$ cat config.mk
export PLATFORM = sky130hd
export DESIGN_NAME = rx_ingress_fifo
export DESIGN_NICKNAME = d
export VERILOG_FILES = /design/src/rtl/rx_ingress_fifo.sv
export SDC_FILE = /design/constraint.sdc
export NUM_CORES = 1
export LEC_CHECK = 0
export CORE_MARGIN = 5
export CORE_UTILIZATION = 50
export CTS_CLUSTER_SIZE = 24
export DETAILED_ROUTE_END_ITERATION = 7
export PLACE_DENSITY_LB_ADDON = 0.12
export SYNTH_ARGS = -nofsm -noshare
export SYNTH_HDL_FRONTEND = slang
export SYNTH_SLANG_ARGS = --single-unit
$ cat constraint.sdc
create_clock -name clk -period 3.4 [get_ports clk]
set_input_delay 0.34 -clock clk [delete_from_list [all_inputs] [get_ports clk]]
set_output_delay 0.34 -clock clk [all_outputs]
set_load 0.1 [all_outputs]
$ cat src/rtl/rx_ingress_fifo.sv
// Byte FIFO feeding an rx port: valid/ready handshake, level watermark and idle flag.
// Optional macro PARITY_CHECK_EN adds in_par and drops (and counts) bad-parity bytes.
module rx_ingress_fifo #(
  parameter int DEPTH    = 8,
  parameter int AW       = 3,
  parameter int HI_WM    = 6,
  parameter int IDLE_CYC = 16
) (
  input  logic          clk,
  input  logic          reset,
  input  logic          in_vld,
  input  logic [7:0]    in_data,
`ifdef PARITY_CHECK_EN
  input  logic          in_par,
`endif
  output logic          in_rdy,
  output logic          rx_vld,
  output logic [7:0]    rx_data,
  input  logic          rx_rdy,
  input  logic          flush,
  output logic [AW:0]   count,
  output logic          out_hiwm,
  output logic          idle,
  output logic [7:0]    err_cnt
);

  localparam logic [AW:0] DEPTH_C = DEPTH[AW:0];
  localparam logic [AW:0] HI_WM_C = HI_WM[AW:0];
  localparam logic [7:0]  IDLE_C  = IDLE_CYC[7:0];

  logic [7:0]    mem [DEPTH];
  logic [AW-1:0] wr_ptr, rd_ptr;
  logic [7:0]    idle_cnt, idle_cnt_nxt;
  logic          full, empty, push, pop, par_ok, wr_en;

  always_comb begin
    full     = (count == DEPTH_C);
    empty    = (count == '0);
    in_rdy   = !full && !flush;
    rx_vld   = !empty;
    rx_data  = empty ? 8'h00 : mem[rd_ptr];
    push     = in_vld && in_rdy;
    pop      = rx_vld && rx_rdy && !flush;
`ifdef PARITY_CHECK_EN
    par_ok   = ~^{in_data, in_par};
`else
    par_ok   = 1'b1;
`endif
    wr_en    = push && par_ok;
    out_hiwm = (count >= HI_WM_C);
    idle_cnt_nxt = 8'h00;
    if (empty && !in_vld)
      idle_cnt_nxt = (idle_cnt == IDLE_C) ? idle_cnt : idle_cnt + 8'h01;
  end

  // Storage has no reset; rx_data is masked to zero while empty instead.
  always_ff @(posedge clk) begin
    if (wr_en)
      mem[wr_ptr] <= in_data;
  end

  always_ff @(posedge clk or negedge reset) begin
    if (!reset) begin
      wr_ptr   <= '0;
      rd_ptr   <= '0;
      count    <= '0;
      idle_cnt <= 8'h00;
      idle     <= 1'b0;
    end else begin
      idle_cnt <= idle_cnt_nxt;
      idle     <= (idle_cnt_nxt == IDLE_C);
      if (flush) begin
        wr_ptr <= '0;
        rd_ptr <= '0;
        count  <= '0;
      end else begin
        if (wr_en)
          wr_ptr <= wr_ptr + 1'b1;
        if (pop)
          rd_ptr <= rd_ptr + 1'b1;
        if (wr_en && !pop)
          count <= count + 1'b1;
        else if (!wr_en && pop)
          count <= count - 1'b1;
      end
    end
  end

`ifdef PARITY_CHECK_EN
  // A bad-parity byte is still handshaked so the link never stalls on it.
  always_ff @(posedge clk or negedge reset) begin
    if (!reset)
      err_cnt <= 8'h00;
    else if (push && !par_ok && err_cnt != 8'hFF)
      err_cnt <= err_cnt + 8'h01;
  end
`else
  assign err_cnt = 8'h00;
`endif

endmodule
# Word level (Yosys, flattened, before mapping)
# Memories as Yosys holds them, arrays and structs flattened.
# Cells that the tools add are included.
dict set report totals {
  register_bits 19
  mem_bits_rw 64
  inputBits 13
  output_inout_bits 24
  word_cells 44
  n_memories 1
}
# memory words width read_ports rd_ports_with_merged_regs write_ports line
set mem_list {}
lappend mem_list {mem 8 8 1 0 1 31} ;# logic [7:0] mem [DEPTH];
dict set report op_classes {
  add_sub_neg 5
  magnitude_cmp 1
  n_eq_ne 3
  mux 12
  reduce_logical 17
}
# operator count
set op_table {}
lappend op_table {{two-way mux 8 bit} 3}
lappend op_table {{equality test 8 x 5 -> 1 bit, second input constant} 2}
lappend op_table {{two-way mux 3 bit} 4}
lappend op_table {{two-way mux 4 bit} 3}
lappend op_table {{adder 8 x 1 -> 8 bit, second input constant} 1}
lappend op_table {{logical AND 1 bit} 7}
lappend op_table {{adder 3 x 1 -> 3 bit, second input constant} 2}
lappend op_table {{zero test 1 bit} 6}
lappend op_table {{adder 4 x 1 -> 4 bit, second input constant} 1}
lappend op_table {{equality test 4 bit, second input constant} 1}
lappend op_table {{>= comparator 4 x 3 -> 1 bit, second input constant} 1}
lappend op_table {{zero test 4 bit} 1}
lappend op_table {{nonzero test 2 bit} 2}
lappend op_table {{subtractor 4 x 1 -> 4 bit, second input constant} 1}
lappend op_table {{nonzero test 3 bit} 1}
lappend op_table {{two-way mux 1 bit} 2}

# Depth between registers and ports, before layout
# Gate-level depths: netlist (run 1).
dict set report logic_depth {
  ltp_word 9
  mapped_depth 11
  depth_no_buf 10
}

# Least setup slack after synthesis (run 1)
# OpenSTA, ideal clock, no wires.
dict set report synth_timing {
  kind {reg2reg}
  startpoint {register count[1]}
  endpoint {memory mem[2][0] (enable)}
  setup_time_ns 0.398
  t_arrival_ns 4.162
  required_time_ns 3.002
  slack_ns -1.160
  stages_incl_launch_ff 5
  synth_period_minus_slack_ns 4.560
  path_cell_list {dfrtp_1 -> nor3_1 -> a21oi_1 -> nand2_1 -> nor4b_1}
}
dict set report synth_between {
  elab_chain_cells 6
}
# element line
set synth_lines {}
lappend synth_lines {{start, declared} 21} ;# output logic [AW:0] count,
lappend synth_lines {{start signal, assigned} 82} ;# count <= count + 1'b1;
lappend synth_lines {{start signal, assigned} 84} ;# count <= count - 1'b1;
lappend synth_lines {{equality test 4 bit} 37} ;# full = (count == DEPTH_C);
lappend synth_lines {{zero test 1 bit} 39} ;# in_rdy = !full && !flush;
lappend synth_lines {{logical AND 1 bit} 39}
lappend synth_lines {{named net in_rdy} 16} ;# output logic in_rdy,
lappend synth_lines {{logical AND 1 bit} 42} ;# push = in_vld && in_rdy;
lappend synth_lines {{two-way mux 1 bit} 58} ;# if (wr_en)
lappend synth_lines {{two-way mux 1 bit (implied by the code)} 59} ;# mem[wr_ptr] <= in_data;
lappend synth_lines {{end, declared} 31}
# The timed path passes the listed nets, and every way through them passes these cells.

# Worst setup path in the final report (run 1)
dict set report layout_timing {
  startpoint {register count[1]}
  endpoint {register count[3]}
}
dict set report layout_between {
  elab_chain_cells 8
  word_cells_on_any_way 18
}
# element
set layout_lines {}
lappend layout_lines {{parallel branches: the longest is 8 deep, another holds subtractor 4 x 1 -> 4 bit}}
# Parallel ways; which one is timed is not known. The select of a mux whose other input is x is not followed.
# A chain may end at the register's enable or synchronous reset.

==> results.cfg, run 1 <==
[critical_path]
crit_path_start_kind = register
cp_num_buf_inv = 2
crit_required_ps = 3620
crit_chain = nor4_4, buf_4, inv_2, nand2_4, nand2_1, ha_1, a21oi_1, nand2_1, and3_2, o21ai_0, o211ai_1
cpPeakStageDelay_ps = 490
crit_family = simple AND/OR/NAND/NOR gates
critPathMostFrequentCell = nand2_1
critical_path_arrival_ps = 2760
cp-end-kind = register
cp_max_fo = 10
slowest_stage = dfrtp_1
critPathKind = register to register

[layout]
drive_gt1_share_pct = 23.4
nets = 306
final_common_cell = edfxtp_1
num_antenna_cells = 0
nFillCells = 585
syn_to_final_growth_pct = 15.5
finish.utilization_pct = 59.4
final_cell_mix = 64 x edfxtp_1, 27 x nor2_1, 23 x buf_4

[cts]
clockBufferDepth = 2
clock_sinks = 83
insertion_delay_ps = 350
numCtsBuffers = 9
post_cts_buffers = 0
htree_levels = 3
post_cts_resized = 0
holdBufCountCts = 0
clkTransAtPathRegs_ps = 90
cts_tree = built
clockRootBuffer = clkbuf_8

[synthesis]
synth-edff-count = 64
synthesis.area_um2 = 3730
synth-seq-cells = 83
synth_cell_type_count = 43
synth_area_per_cell_um2 = 15.1
synthFlopType = edfxtp_1
yosys_warnings = 0
syn_inst = 247
ys_seq_area_share_pct = 64.3
synthArstFlopShare_pct = 22.9

[sta]
whs_ps = 493
rsz0062_at_grt = false
fin_skew_ps = 8.84
finalSetupViolCount = 0
clock.fmax_mhz = 394
slew_headroom_pct = 34.9
period_needed_ps = 2540
worst_pin_slew_ps = 973
slew_violations = 0
finalSetupTns_ps = 0
hold_viol = 0
finalCritPeriodShare_pct = 74.6

[pwr]
power.density_nw_per_um2 = 832
p_sw_share_pct = 46.8
p_sw_uw = 1680
internal_power_uw = 1910
p_leak_uw = 0.00153
seq_power_share_pct = 35.2
p_comb_share_pct = 47.0
pwr-share-clk_pct = 17.8
vdd_ir_drop_max_v = 0.000537

[global_routing]
grt_max_degree = 20
global_route.usage.total_pct = 15.9
antenna_found_initial = 0
grt_pass1_wl_um = 10700
first_global_vias = 1973
grt_overflow = 0

[job]
max_cap_violations = 0

[placement]
routabilityCongestion = 0.817
hpwl_um = 4320
numPortBuffers = 28

[worst_hold_path]
hold_class = input port to async pin

[routing]
drt_iter0_markers = 47
wl_per_cell_um = 17.1
num_vias = 2039
drc_errors = 0
ant_nets = 0
viasPerCell = 5.23
routed_wl_um = 6650
firstDrtPassIters = 5

[floorplanning]
initial_core_util_pct = 51.4
coreArea_um2 = 7250
die_area_um2 = 9290
io_pins = 37
die_height_um = 96.4
die_w_um = 96.4
num_rows = 31

[status]
status = finished clean
==> power by group through the flow <==
stage	registers (µW)	clock network (µW)	logic, µW
CTS	1260	656	1710
floorplan	1380	0	1240
global route	1270	702	1780
finish	1260	637	1690
global placement	1280	0	1690
detailed placement	1290	0	1700
==> state kept, by name, indices dropped and copies added, names as in the netlist <==
signal / flops
count: 4
rd_ptr: 3
mem: 64
idle: 1
idle_cnt: 8
wr_ptr: 3
==> worst register-to-register path: cells and delay by family (launching register included) <==
family,cells,cell delay (ps)
flip-flops,1,490
AND/OR/NAND/NOR,5,850
buffers and inverters,2,330
AO/OA/AOI/OAI,3,400
adder cells (fa/ha/maj),1,340
==> per-layer routing <==
metal / wire (µm) / GRT usage [%] / part of all wire (%) / vias to the layer above
li1: - / - / - / 975
met1: 3210 / 23.0 / 48 / 1017
met2: 3060 / 24.2 / 46 / 37
met3: 267 / 2.94 / 4.0 / 10
met4: 113 / 6.31 / 1.7 / 0
met5: 0 / 0 / 0 / -
==> metrics by stage <==
step	cells	total power [µW]	instance area [µm²]	setup slack, ps
global route	390	3760	4310	710
finish	390	3590	4310	863
detailed placement	374	2990	4130	804
global placement	374	2980	4130	878
floorplan	254	2620	3790	141
CTS	390	3630	4310	823
==> cells in the mapped netlist (2+ instances only) <==
| cell type | instances | area [µm²] |
|---|---|---|
| nor4b_1 | 3 | 26.3 |
| nor2_1 | 27 | 101 |
| inv_1 | 5 | 18.8 |
| and3_1 | 3 | 18.8 |
| o2bb2ai_1 | 2 | 17.5 |
| a21oi_1 | 5 | 25.0 |
| edfxtp_1 | 64 | 1920 |
| buf_2 | 3 | 15.0 |
| nand3_1 | 8 | 40.0 |
| mux4_2 | 16 | 360 |
| xnor2_1 | 5 | 43.8 |
| nor3_1 | 8 | 40.0 |
| buf_1 | 2 | 7.51 |
| clkbuf_1 | 4 | 15.0 |
| o21ai_0 | 5 | 25.0 |
| nand2_1 | 11 | 41.3 |
| nand2b_1 | 2 | 12.5 |
| dfrtp_1 | 19 | 475 |
| mux2i_1 | 9 | 90.1 |
| xor2_1 | 8 | 70.1 |
| ha_1 | 6 | 75.1 |
| nor3b_1 | 3 | 22.5 |
| buf_4 | 9 | 67.6 |
==> kinds of logic (layout without fill, tap and decap cells) <==
group | count (synthesis) | in the layout | synth area share (%)
compound gates | 17 | 17 | 2.88
xor+xnor | 14 | 14 | 3.49
fa+ha+maj | 7 | 7 | 2.55
buf+inv | 26 | 63 | 4.09
flops | 83 | 83 | 64.3
mux | 26 | 26 | 12.5
other cells | 1 | 8 | 0.101
simple gates | 73 | 73 | 10.2
==> final timing paths <==
| kind | start | end | slack, ps | cells after the start |
|---|---|---|---|---|
| setup / recovery | count[1] | count[3] | 860 | 11 |
| hold / removal | reset | wr_ptr[2] | 490 | 1 |
| setup reg to reg | count[1] | count[3] | 860 | 11 |
| hold reg to reg | idle_cnt[7] | idle_cnt[7] | 580 | 2 |
| max in group asynchronous | reset | idle_cnt[2] | 2350 | 1 |
| min in group clk | idle_cnt[7] | idle_cnt[7] | 580 | 2 |
==> final cells by class <==
type	count	area, µm²	area share [%]
sequential	83	2400	55.6
inverter	6	22.5	0.522
multi-input combinational	145	1240	28.7
clock buffer	10	128	2.96
timing repair buffer	41	353	8.19
tap	99	124	2.87
clock inverter	6	48.8	1.13
Power figures use the tool's default switching activity.
==> run 2, diff against run 1 <==
Clock period 3.4 ns to 2.36 ns, I/O delays scaled along.
==> run 2 against run 1 <==
Via count is 0.20% higher. Critical path depth fell by 1. First-iteration DRC count grew 96%. Setup slack lost 680 ps. Largest power group unchanged.
==> results.cfg, run 2 (synthesis results as in run 1) <==
[floorplanning]
num_rows = 31
die_height_um = 96.4
initial_core_util_pct = 51.4
die_w_um = 96.4
io_pins = 37
coreArea_um2 = 7250
die_area_um2 = 9290

[pwr]
p_sw_uw = 2600
pwr-share-clk_pct = 19.5
power.density_nw_per_um2 = 1280
internal_power_uw = 3380
p_comb_share_pct = 49.9
vdd_ir_drop_max_v = 0.000853
seq_power_share_pct = 30.6
p_sw_share_pct = 43.4
p_total_uw = 5980
p_leak_uw = 0.00165

[layout]
syn_to_final_growth_pct = 24.7
multiInputGateArea_um2 = 1360
final_common_cell = edfxtp_1
top_register = mem
seqCellArea_um2 = 2410
final_cell_mix = 64 x edfxtp_1, 23 x buf_4, 19 x nor2_1
final_cells = 394
reg_top3 = mem: 64 flops, idle_cnt: 8 flops, count: 4 flops
nets = 310
num_antenna_cells = 0
largest_reg_flops = 64
drive_gt1_share_pct = 33.9
design_area_um2 = 4650
nFillCells = 538

[global_routing]
use_met1_pct = 25.4
global_route.usage.total_pct = 17.0
grt_overflow = 0
grt_util_met2_pct = 24.4
met3_usage_pct = 3.33
grt_busiest_layer = met1
first_global_vias = 1991
antenna_found_initial = 0
grt_pass1_wl_um = 11300
grt_max_degree = 19

[cts]
clockRootBuffer = clkbuf_8
post_cts_resized = 0
clockBufferDepth = 2
clock_sinks = 83
htree_levels = 3
post_cts_buffers = 0
insertion_delay_ps = 360
clkTransAtPathRegs_ps = 90
numCtsBuffers = 9
cts_tree = built
holdBufCountCts = 0

[sta]
period_needed_ps = 2180
finalSetupViolCount = 0
rsz0062_at_grt = false
fin_skew_ps = 11.9
finalCritPeriodShare_pct = 92.3
worst_pin_slew_ps = 611
clock.fmax_mhz = 459
slew_headroom_pct = 59.2
hold_viol = 0
slew_violations = 0

[status]
status = finished clean

[routing]
num_vias = 2043
drt_iter0_markers = 92
drc_errors = 0
viasPerCell = 5.19
routed_wl_um = 6800
wl_per_cell_um = 17.3
firstDrtPassIters = 4
ant_nets = 0

[critical_path]
r2r_end = count[3]
r2r_cells = 10
crit_path_start_kind = register
startpoint = count[1]
reg2reg_from = count[1]
crit_required_ps = 2600
critPathKind = register to register
cp_max_fo = 7
critical_path_arrival_ps = 2420
ff2ff_setup_slack_ps = 180
cp-end-kind = register

[placement]
numPortBuffers = 28
routabilityCongestion = 0.777
hpwl_um = 4420
placedCellCount = 378
placed_cell_area_um2 = 4420

[worst_hold_path]
hold_class = input port to async pin

[job]
max_cap_violations = 0
==> run 2: cell types whose count changed in the layout (fill, tap and decap cells not counted), moves of 3 or more <==
cell	previous run	this run
clkdlybuf4s50_1	18	12
dfrtp_1	19	15
buf_12	0	10
dfrtp_4	0	4
nor2_1	27	19
nor2_2	0	8
nor3_1	8	5
==> run 2: final cells by class <==
class,instances,area share [%]
Sequential cell,83,51.8
Inverter,6,0.780
Clock buffer,9,2.66
Multi-Input combinational cell,145,29.2
Timing Repair Buffer,45,10.6
Tap cell,99,2.66
Clock inverter,7,2.28
==> run 2: worst max-delay path, stage by stage, from the launching register on <==
cell	delay [ps]
dfrtp_4	540
nor4_4	310
bufinv_8	240
nand2_8	90
nand2_4	70
ha_4	250
a21oi_2	110
nand2_1	80
and3_4	150
o21ai_1	130
o211ai_1	90
==> run 2: power by group through the flow <==
stage / registers [µW] / clock network (µW) / logic (µW)
3_3_place_gp: 1860 / 0 / 2990
2_1_floorplan: 2020 / 0 / 1970
3_5_place_dp: 1860 / 0 / 3000
6_report: 1830 / 1160 / 2980
5_1_grt: 1850 / 1260 / 3140
4_1_cts: 1830 / 1190 / 3010
==> run 2: layer usage <==
layer  vias to the layer above  share of wire [%]
li1                        985                  -
met1                      1015                 47
met2                        35                 48
met3                         8                3.6
met4                         0                1.9
met5                         -                  0
==> run 2: worst max path at each step <==
stage	to	depth (start not counted)	slack, ps
CTS	rx_data[1]	5	150
global placement	count[3]	11	190
global route	count[3]	10	40
floorplan	count[3]	10	-360
detailed placement	count[3]	11	140
finish	count[3]	10	180
==> run 2: through the flow <==
stage	hold WS [ps]	setup WS [ps]	util (%)	TNS [ps]
after floorplan	-59.6	-363	-	-1380
after global placement	577	193	61.0	0
after detailed placement	565	143	61.0	0
after CTS	246	147	64.2	0
after global routing	272	43.5	64.2	0
final	236	183	64.2	0
==> run 3, diff against run 2 <==
Settings changed: SKIP_CTS_REPAIR_TIMING set to 1, SLEW_MARGIN set to 20.
==> results of run 3 <==
No change in the layout: final DEF, timing and power equal those of run 2.
